$ cat src/rtl/fb_scanout_pkg.sv
// fb_scanout_pkg: shared definitions for the frame-buffer scanout block.
//   - Default 640x480@60 raster timing constants (H_*_DEF / V_*_DEF).
//   - color_t / fb_addr_t pixel and frame-buffer address types.
//   - flip_state_t for the buffer-swap FSM, disp_ctl_t for the display control bundle.
//   - bar_color(): test-pattern colour from a 3-bit bar index.
package fb_scanout_pkg;

    localparam int H_ACTIVE_DEF = 640;
    localparam int H_FP_DEF     = 16;
    localparam int H_SYNC_DEF   = 96;
    localparam int H_BP_DEF     = 48;

    localparam int V_ACTIVE_DEF = 480;
    localparam int V_FP_DEF     = 10;
    localparam int V_SYNC_DEF   = 2;
    localparam int V_BP_DEF     = 33;

    localparam int ADDR_SIZE  = 19;
    localparam int COLOR_BITS = 8;

    typedef logic [COLOR_BITS-1:0] color_t;
    typedef logic [ADDR_SIZE-1:0]  fb_addr_t;

    typedef enum logic {
        FLIP_IDLE,
        FLIP_PENDING
    } flip_state_t;

    // Replicate the bar index across the pixel, LSB first, so every bar is a distinct grey/colour.
    function automatic color_t bar_color(input logic [2:0] bar);
        color_t c;
        for (int i = 0; i < COLOR_BITS; i++) c[i] = bar[i % 3];
        return c;
    endfunction

endpackage

$ cat src/rtl/fb_scanout_timing.sv
// video_timing_gen: raster counters and stage0 decode for fb_scanout.
// Ports:
//   clk, rst        clock, synchronous active-high reset
//   enable          run raster; low parks counters at (0,0)
//   h_cnt, v_cnt    current raster position (stage0)
//   active          position is inside the visible window
//   hsync_n/vsync_n active-low sync pulses (stage0, not yet pipeline-aligned)
//   frame_start     one-cycle pulse at (0,0) while running
module video_timing_gen
    import fb_scanout_pkg::*;
#(
    parameter  int H_ACTIVE = H_ACTIVE_DEF,
    parameter  int H_FP     = H_FP_DEF,
    parameter  int H_SYNC   = H_SYNC_DEF,
    parameter  int H_BP     = H_BP_DEF,
    parameter  int V_ACTIVE = V_ACTIVE_DEF,
    parameter  int V_FP     = V_FP_DEF,
    parameter  int V_SYNC   = V_SYNC_DEF,
    parameter  int V_BP     = V_BP_DEF,
    localparam int H_TOTAL  = H_ACTIVE + H_FP + H_SYNC + H_BP,
    localparam int V_TOTAL  = V_ACTIVE + V_FP + V_SYNC + V_BP,
    localparam int HW       = $clog2(H_TOTAL),
    localparam int VW       = $clog2(V_TOTAL)
) (
    input  logic          clk,
    input  logic          rst,
    input  logic          enable,
    output logic [HW-1:0] h_cnt,
    output logic [VW-1:0] v_cnt,
    output logic          active,
    output logic          hsync_n,
    output logic          vsync_n,
    output logic          frame_start
);

    localparam logic [HW-1:0] H_LAST = HW'(H_TOTAL - 1);
    localparam logic [VW-1:0] V_LAST = VW'(V_TOTAL - 1);

    always_ff @(posedge clk) begin
        if (rst || !enable) begin
            h_cnt <= '0;
            v_cnt <= '0;
        end else if (h_cnt == H_LAST) begin
            h_cnt <= '0;
            v_cnt <= (v_cnt == V_LAST) ? '0 : v_cnt + VW'(1);
        end else begin
            h_cnt <= h_cnt + HW'(1);
        end
    end

    // Everything is gated with enable so a disabled raster looks like permanent blanking,
    // even in the single cycle before the counters are parked.
    always_comb begin
        active      = enable && (int'(h_cnt) < H_ACTIVE) && (int'(v_cnt) < V_ACTIVE);
        hsync_n     = !(enable && (int'(h_cnt) >= H_ACTIVE + H_FP)
                               && (int'(h_cnt) <  H_ACTIVE + H_FP + H_SYNC));
        vsync_n     = !(enable && (int'(v_cnt) >= V_ACTIVE + V_FP)
                               && (int'(v_cnt) <  V_ACTIVE + V_FP + V_SYNC));
        // Held low during reset so the pulse first appears on the (0,0) cycle after release.
        frame_start = enable && !rst && (h_cnt == '0) && (v_cnt == '0);
    end

endmodule

$ cat src/rtl/fb_scanout.sv
// fb_scanout: display-side consumer of the double-buffered frame buffer.
// Streams the front buffer through its single read port (read latency 1), drives
// hsync/vsync/de/rgb with all display outputs aligned two cycles after the raster
// counters, and turns a render_done pulse into one fb_flip at the next vblank start.
// Ports:
//   clk, rst          clock, synchronous active-high reset
//   enable            run scanout; low holds raster at origin
//   render_done       back buffer complete (1-cycle pulse)
//   fb_read_addr      front-buffer read address; fb_data_out returns its pixel
//   fb_flip/flip_ack  1-cycle swap pulse; flip_pending while waiting for vblank
//   frame_start       raster at (0,0), stage0 timing
//   hsync, vsync, de, rgb  display outputs (syncs active low)
// Build option: FB_SCANOUT_TESTPATTERN_EN adds input test_mode selecting 8 colour bars.
module fb_scanout
    import fb_scanout_pkg::*;
#(
    parameter int H_ACTIVE = H_ACTIVE_DEF,
    parameter int H_FP     = H_FP_DEF,
    parameter int H_SYNC   = H_SYNC_DEF,
    parameter int H_BP     = H_BP_DEF,
    parameter int V_ACTIVE = V_ACTIVE_DEF,
    parameter int V_FP     = V_FP_DEF,
    parameter int V_SYNC   = V_SYNC_DEF,
    parameter int V_BP     = V_BP_DEF
) (
    input  logic     clk,
    input  logic     rst,
    input  logic     enable,
    input  logic     render_done,
`ifdef FB_SCANOUT_TESTPATTERN_EN
    input  logic     test_mode,
`endif
    output fb_addr_t fb_read_addr,
    input  color_t   fb_data_out,
    output logic     fb_flip,
    output logic     flip_pending,
    output logic     flip_ack,
    output logic     frame_start,
    output logic     hsync,
    output logic     vsync,
    output logic     de,
    output color_t   rgb
);

    localparam int HW     = $clog2(H_ACTIVE + H_FP + H_SYNC + H_BP);
    localparam int VW     = $clog2(V_ACTIVE + V_FP + V_SYNC + V_BP);
    localparam int STAGES = 2;

    logic [HW-1:0] h_cnt;
    logic [VW-1:0] v_cnt;
    logic          active, hsync_n, vsync_n, vblank_start;

    // Stage1..STAGES copies of the stage0 control; index STAGES drives the pins.
    logic [STAGES:1] vld_pipe, hs_pipe, vs_pipe;
    color_t          pix_s1;
    flip_state_t     flip_state, flip_state_nxt;

    video_timing_gen #(
        .H_ACTIVE(H_ACTIVE), .H_FP(H_FP), .H_SYNC(H_SYNC), .H_BP(H_BP),
        .V_ACTIVE(V_ACTIVE), .V_FP(V_FP), .V_SYNC(V_SYNC), .V_BP(V_BP)
    ) u_timing (
        .clk         (clk),
        .rst         (rst),
        .enable      (enable),
        .h_cnt       (h_cnt),
        .v_cnt       (v_cnt),
        .active      (active),
        .hsync_n     (hsync_n),
        .vsync_n     (vsync_n),
        .frame_start (frame_start)
    );

    assign vblank_start = enable && !rst && (h_cnt == '0) && (int'(v_cnt) == V_ACTIVE);

    // Stage1 address: the first visible pixel of a frame is always frame_start, so
    // restarting there keeps the address in 0..H_ACTIVE*V_ACTIVE-1 without a bound check.
    always_ff @(posedge clk) begin
        if (rst || !enable)
            fb_read_addr <= '0;
        else if (active)
            fb_read_addr <= frame_start ? '0 : fb_read_addr + fb_addr_t'(1);
    end

    always_ff @(posedge clk) begin
        if (rst) begin
            vld_pipe <= '0;
            hs_pipe  <= '1;
            vs_pipe  <= '1;
            rgb      <= '0;
        end else begin
            vld_pipe <= {vld_pipe[STAGES-1:1], active};
            hs_pipe  <= {hs_pipe[STAGES-1:1], hsync_n};
            vs_pipe  <= {vs_pipe[STAGES-1:1], vsync_n};
            rgb      <= vld_pipe[1] ? pix_s1 : '0;
        end
    end

    assign de    = vld_pipe[STAGES];
    assign hsync = hs_pipe[STAGES];
    assign vsync = vs_pipe[STAGES];

`ifdef FB_SCANOUT_TESTPATTERN_EN
    // Bar index travels with the address so the pattern keeps the same latency as SRAM data.
    logic [2:0] bar_s1;
    always_ff @(posedge clk) begin
        if (rst) bar_s1 <= '0;
        else     bar_s1 <= 3'((int'(h_cnt) * 8) / H_ACTIVE);
    end
    assign pix_s1 = test_mode ? bar_color(bar_s1) : fb_data_out;
`else
    assign pix_s1 = fb_data_out;
`endif

    always_ff @(posedge clk) begin
        if (rst) flip_state <= FLIP_IDLE;
        else     flip_state <= flip_state_nxt;
    end

    // A render_done seen while PENDING (or on the flip cycle itself) is absorbed.
    always_comb begin
        flip_state_nxt = flip_state;
        fb_flip        = 1'b0;
        case (flip_state)
            FLIP_IDLE:    if (render_done) flip_state_nxt = FLIP_PENDING;
            FLIP_PENDING: if (vblank_start) begin
                fb_flip        = 1'b1;
                flip_state_nxt = FLIP_IDLE;
            end
            default:      flip_state_nxt = FLIP_IDLE;
        endcase
    end

    assign flip_ack     = fb_flip;
    assign flip_pending = (flip_state == FLIP_PENDING);

endmodule

$ cat config.mk
export PLATFORM = sky130hd
export DESIGN_NAME = fb_scanout
export DESIGN_NICKNAME = d
export VERILOG_FILES = /design/src/rtl/fb_scanout_pkg.sv /design/src/rtl/fb_scanout_timing.sv /design/src/rtl/fb_scanout.sv
export SDC_FILE = /design/constraint.sdc
export NUM_CORES = 1
export LEC_CHECK = 0
export CORE_MARGIN = 1
export CORE_UTILIZATION = 45
export DETAILED_ROUTE_END_ITERATION = 12
export PLACE_DENSITY = 0.71
export REMOVE_ABC_BUFFERS = 1
export SLEW_MARGIN = 20
export SYNTH_ARGS = -nofsm -noshare
export SYNTH_HDL_FRONTEND = slang
export SYNTH_SLANG_ARGS = --single-unit
$ cat constraint.sdc
create_clock -name clk -period 2.3 [get_ports clk]
set_clock_uncertainty 0.2 [all_clocks]
set_input_delay 0.23 -clock clk [delete_from_list [all_inputs] [get_ports clk]]
set_output_delay 0.23 -clock clk [all_outputs]
set_load 0.005 [all_outputs]
==> flow_summary.json, run 1 <==
{
  "p_per_area_nw_per_um2": 517,
  "yosys.cell_types.count": 35,
  "synth_top_flop_cell": "dfxtp_1",
  "antenna_left": 0,
  "worstMarginPinSlew_ps": 459,
  "clk_latency_ps": 310,
  "ctsRootBufferMaster": "clkbuf_8",
  "regArea_um2": 1090,
  "cp.buffers_inverters": 4,
  "setup_viol": 0,
  "period_share_pct": 96.3,
  "pre_cts_ws_ps": -148,
  "critPathTopFamily": "simple AND/OR/NAND/NOR gates",
  "htree_levels": 2,
  "syn2layout_area_growth_pct": 39.6,
  "worstPathCellList": "inv_2 > ha_4 > nor4bb_4 > nand4_1 > buf_4 > nor3b_2 > buf_4 > buf_6",
  "synth.yosys.warnings": 0,
  "arrival_ps": 1780,
  "drv_cap": 0,
  "fp-row-count": 25,
  "setup_tns_ps": 0,
  "drt-met1-wl_mm": 2.42,
  "slew_viol_final": 0,
  "wl_met2_mm": 2.65,
  "grt_start_max_net_pins": 20,
  "cts_tree": "done",
  "clk_pin_slew_ps": 100,
  "ys_ff_latch": 54,
  "syn_avg_cell_area_um2": 8.85,
  "rsz0062_at_grt": "true",
  "dieWidth_um": 74.1,
  "critPathMostFrequentCell": "buf_4",
  "dieHeight_um": 74.1,
  "clock_tree.buffer_depth": 2,
  "async_flop_share_pct": 0,
  "hpwl_mm": 3.97,
  "crit_type": "reg2out",
  "synth_common_cells": "dfxtp_1, nor2_1, a21oi_1",
  "holdWs_ps": 220,
  "required_ps": 1870,
  "ys_seq_area_share_pct": 46.3,
  "synth_most_common_cell": "dfxtp_1",
  "first_iter_violations": 113,
  "via_per_inst": 5.37,
  "antenna_found_initial": 0,
  "final_util_pct": 67.3,
  "critPathSlowestCell": "dfxtp_2",
  "relSlewSlack_pct": 69.3,
  "firstDrtPassIters": 4,
  "wl_mm": 5.46,
  "die_area_um2": 5480,
  "timing.critical_path.from_type": "register",
  "ir_worst_vdd_v": 0.000323,
  "wl_per_cell_um": 13.4,
  "fin_cells": 407,
  "end_kind": "output port",
  "grt.total_usage_pct": 20.9,
  "period_minus_slack_ps": 2210,
  "top_layer": "met4",
  "synth_area_um2": 2340,
  "slowest_delay_ps": 340,
  "wl_met3_um": 300,
  "diodes": 0,
  "drcViolationCount": 0,
  "numClockSinks": 54,
  "critPathMaxFanout": 3,
  "nets": 356,
  "hold_viol": 0,
  "grt_pass1_vias": 1960,
  "grt_overflow": 0,
  "max_freq_mhz": 452,
  "postSynthCellCount": 264,
  "leakage_nw": 1.11,
  "netlist.area_leader.share_pct": 46.3,
  "grt_pass1_wl_mm": 8.90,
  "port_buffers": 45,
  "cts_made_buffers": 5,
  "min_path_type": "reg2reg",
  "placed_cells": 392,
  "num-fill-cells": 401,
  "multiInputGateArea_um2": 1240,
  "start_util_pct": 48.2,
  "synth_area_leader_cell": "dfxtp_1",
  "vias": 2186,
  "place.gp.congestion": 0.838,
  "num_io_pins": 46,
  "core_area_um2": 4850,
  "synth_edf_count": 0,
  "worst_slack_ps": 85.8,
  "drive_above_1_share_pct": 18.2,
  "synthTopCellsByArea": "dfxtp_1, a21oi_1, nor2_1",
  "status": "completed"
}
## path summary, 6_finish.rpt
check | slack [ps] | from | depth (start not counted) | endpoint
worst max-delay path | 90 | u_timing.v_cnt[0]$_SDFFE_PP0P_ | 8 | flip_ack
worst min-delay path | 220 | hs_pipe[1]$_SDFF_PP1_ | 1 | hs_pipe[2]$_SDFF_PP1_
worst max register to register | 100 | u_timing.h_cnt[6]$_SDFF_PP0_ | 4 | u_timing.v_cnt[8]$_SDFFE_PP0P_
worst min register to register | 220 | hs_pipe[1]$_SDFF_PP1_ | 1 | hs_pipe[2]$_SDFF_PP1_
## worst register-to-register path, stage by stage, from the launching register on
cell     delay, ps
dfxtp_1        380
or3_4          440
or3_4          460
or4_4          530
a21oi_2        130
## layout make-up
| class | count | area share [%] |
|---|---|---|
| Tap cell | 67 | 2.57 |
| Multi-Input combinational cell | 193 | 38.0 |
| Timing Repair Buffer | 76 | 21.6 |
| Inverter | 9 | 1.04 |
| Clock buffer | 5 | 2.11 |
| Clock inverter | 3 | 1.38 |
| Sequential cell | 54 | 33.3 |
## report_power, final
group	switching, W	internal (W)
clock network	0.000315	0.000324
registers	0.00000447	0.000944
logic	0.0000400	0.0000593
## cells in the final DEF, fill, tap and decap left out, drive strengths merged
master / synthesis / routed
nor3: 6 / 6
and2: 8 / 8
clkbuf: 6 / 6
o31ai: 10 / 10
xnor2: 9 / 9
nand4: 13 / 13
bufinv: 0 / 1
nor2: 24 / 24
o21ai: 12 / 12
nand3: 16 / 16
inv: 9 / 9
or2: 2 / 2
or4: 10 / 10
and3: 4 / 4
xor2: 6 / 6
buf: 2 / 33
nor4: 6 / 6
or3b: 1 / 1
clkdlybuf4s50: 0 / 42
or3: 12 / 12
ha: 5 / 5
clkinvlp: 0 / 2
dfxtp: 54 / 54
a21oi: 22 / 22
mux2i: 1 / 1
nor2b: 3 / 3
nand2b: 2 / 2
and4b: 1 / 1
nor4bb: 1 / 1
nand2: 14 / 14
nor3b: 2 / 2
and4: 3 / 3
## registers in the layout, summed over array words and instances (netlist names)
register / cells
flip_pending: 1
u_timing.h_cnt: 10
rgb: 8
hs_pipe: 2
vs_pipe: 2
vld_pipe: 2
fb_read_addr: 19
u_timing.v_cnt: 10
## per-stage QoR
step | power, W | cell area (µm²)
after floorplan | 0.000998 | 2300
after global placement | 0.00106 | 3040
after detailed placement | 0.00106 | 3040
after CTS | 0.00170 | 3220
after global routing | 0.00174 | 3260
final | 0.00169 | 3260
## metal layers
layer	vias up	global-route usage, %
met3	10	4.88
met4	0	8.12
li1	1109	-
met1	1009	25.4
met5	-	0
met2	58	35.9
## kinds of logic (layout without fill, tap and decap cells)
group,Yosys count,after routing,synth area share (%)
xor+xnor,15,15,5.62
fa+ha+maj,5,5,2.68
buf+inv,17,93,2.95
simple gates,128,128,31.0
compound gates,44,44,11.0
flops,54,54,46.3
mux,1,1,0.429
## repair_timing
item	4_1_cts	5_1_grt
setup buffers	5	2
gates resized for setup	17	10
pin swaps	4	5
hold buffers	0	0
setup endpoints to repair	3	22
No activity file was read; power rests on OpenSTA's default activity.
==> run 2, diff against run 1 <==
--- a/config.mk
+++ b/config.mk
@@ -5,6 +5,7 @@
 export SDC_FILE = /design/constraint.sdc
 export NUM_CORES = 1
 export LEC_CHECK = 0
+export CAP_MARGIN = 20
 export CORE_MARGIN = 1
 export CORE_UTILIZATION = 45
 export DETAILED_ROUTE_END_ITERATION = 12
@@ -14,3 +15,4 @@
 export SYNTH_ARGS = -nofsm -noshare
 export SYNTH_HDL_FRONTEND = slang
 export SYNTH_SLANG_ARGS = --single-unit
+export TNS_END_PERCENT = 5
==> run 2 against run 1 <==
  * Clock power about the same
  * Final cell count unchanged
  * Register-to-register slack about the same
  * Clock-buffer cell count unchanged
  * Global-route usage decreased by 0.17 points
  * Setup slack got worse by 57 ps
  * Largest power group unchanged
  * Highest routed layer unchanged
==> flow_summary.json, run 2 (synthesis results as in run 1) <==
{
  "placed_cells": 392,
  "dieHeight_um": 74.1,
  "cp.buffers_inverters": 4,
  "leakage_nw": 1.11,
  "htree_levels": 2,
  "cts_made_buffers": 5,
  "period_share_pct": 98.8,
  "slew_viol_final": 0,
  "first_iter_violations": 99,
  "grt_overflow": 0,
  "via_per_inst": 5.38,
  "drcViolationCount": 0,
  "setup_viol": 0,
  "total_power_w": 0.00169,
  "hpwl_mm": 3.97,
  "port_buffers": 45,
  "layout_commonest_cell": "dfxtp_1",
  "ir_worst_vdd_v": 0.000326,
  "cts_tree": "done",
  "grt_pass1_wl_mm": 8.85,
  "place.gp.congestion": 0.838,
  "timing.critical_path.from_type": "register",
  "slowest_delay_ps": 340,
  "largest_register_ffs": 19,
  "crit_type": "reg2out",
  "required_ps": 1870,
  "status": "completed",
  "nets": 356,
  "clk_latency_ps": 310,
  "num_io_pins": 46,
  "arrival_ps": 1840,
  "final_util_pct": 67.3,
  "start_util_pct": 48.2,
  "critPathSlowestCell": "dfxtp_2",
  "relSlewSlack_pct": 66.1,
  "vias": 2189,
  "hold_viol": 0,
  "worstMarginPinSlew_ps": 507,
  "firstDrtPassIters": 4,
  "rsz0062_at_grt": "true",
  "top_regs": "fb_read_addr: 19 flops, u_timing.h_cnt: 10 flops, u_timing.v_cnt: 10 flops",
  "grt_start_max_net_pins": 20,
  "critPathMaxFanout": 3,
  "wl_mm": 5.42,
  "max_freq_mhz": 440,
  "critPathTopFamily": "simple AND/OR/NAND/NOR gates",
  "period_minus_slack_ps": 2270,
  "num-fill-cells": 400,
  "min_path_type": "reg2reg",
  "drive_above_1_share_pct": 18.2,
  "dieWidth_um": 74.1,
  "critPathMostFrequentCell": "buf_4",
  "numClockSinks": 54,
  "p_per_area_nw_per_um2": 518,
  "antenna_left": 0,
  "regMostFlops": "fb_read_addr",
  "worstPathCellList": "inv_2 > ha_4 > nor4bb_4 > nand4_1 > buf_4 > nor3b_2 > buf_4 > buf_6",
  "core_area_um2": 4850,
  "diodes": 0,
  "clock_tree.buffer_depth": 2,
  "final_cell_mix": "dfxtp_1, clkdlybuf4s50_1, buf_4, nor2_1, a21oi_1",
  "fin_cells": 407,
  "grt_pass1_vias": 1951,
  "clk_pin_slew_ps": 100,
  "ctsRootBufferMaster": "clkbuf_8",
  "fp-row-count": 25,
  "end_kind": "output port",
  "drv_cap": 0,
  "hold_buffers": 0,
  "grt.total_usage_pct": 20.8,
  "die_area_um2": 5480,
  "syn2layout_area_growth_pct": 39.6,
  "wl_per_cell_um": 13.3,
  "antenna_found_initial": 0
}
## run 2: cell counts in the layout (fill, tap and decap cells not counted)
No cell type changed its count.
## run 2: cell type report
cell class	count	area [µm²]	share of cell area (%)
multi-input combinational	193	1240	38.0
sequential	54	1090	33.3
timing repair buffer	76	706	21.6
tap	67	83.8	2.57
clock buffer	5	68.8	2.11
clock inverter	3	45.0	1.38
inverter	9	33.8	1.04
## run 2: stage by stage
| stage | hold slack [ps] | setup WS [ps] | instance area (µm²) | setup TNS [ps] |
|---|---|---|---|---|
| 6_report | 221 | 28.6 | 3260 | 0 |
| 5_1_grt | 241 | -118 | 3260 | -856 |
| 4_1_cts | 221 | 15.2 | 3210 | 0 |
| 3_5_place_dp | 197 | -148 | 3040 | -399 |
| 3_3_place_gp | 193 | -127 | 3040 | -327 |
| 2_1_floorplan | 102 | 120 | 2300 | 0 |
## run 2: worst paths after layout
kind                                   from                           end  slack [ps]  depth (start not counted)
max reg2reg  u_timing.v_cnt[0]$_SDFFE_PP0P_  fb_read_addr[6]$_SDFFE_PP0P_          90                         10
min reg2reg           hs_pipe[1]$_SDFF_PP1_         hs_pipe[2]$_SDFF_PP1_         220                          1
max          u_timing.v_cnt[0]$_SDFFE_PP0P_                      flip_ack          30                          8
min                   hs_pipe[1]$_SDFF_PP1_         hs_pipe[2]$_SDFF_PP1_         220                          1
## run 2: power breakdown
group	switching, W	leakage (nW)	internal, W
clock	0.000317	0.0504	0.000324
sequential	0.00000436	0.439	0.000944
combinational	0.0000400	0.621	0.0000594
## run 2: metal layers
layer / up-vias / GRT usage [%] / share of wire [%]
met5: - / 0 / 0
met4: 0 / 6.84 / 2.0
met3: 13 / 4.74 / 5.8
met2: 55 / 35.9 / 49
met1: 1014 / 25.5 / 43
li1: 1107 / - / -
## run 2: what timing repair did
item,CTS,global route
pin swaps,4,3
setup endpoints to repair,3,21
hold endpoints to repair,0,0
buffers inserted,4,3
resized for setup,17,10
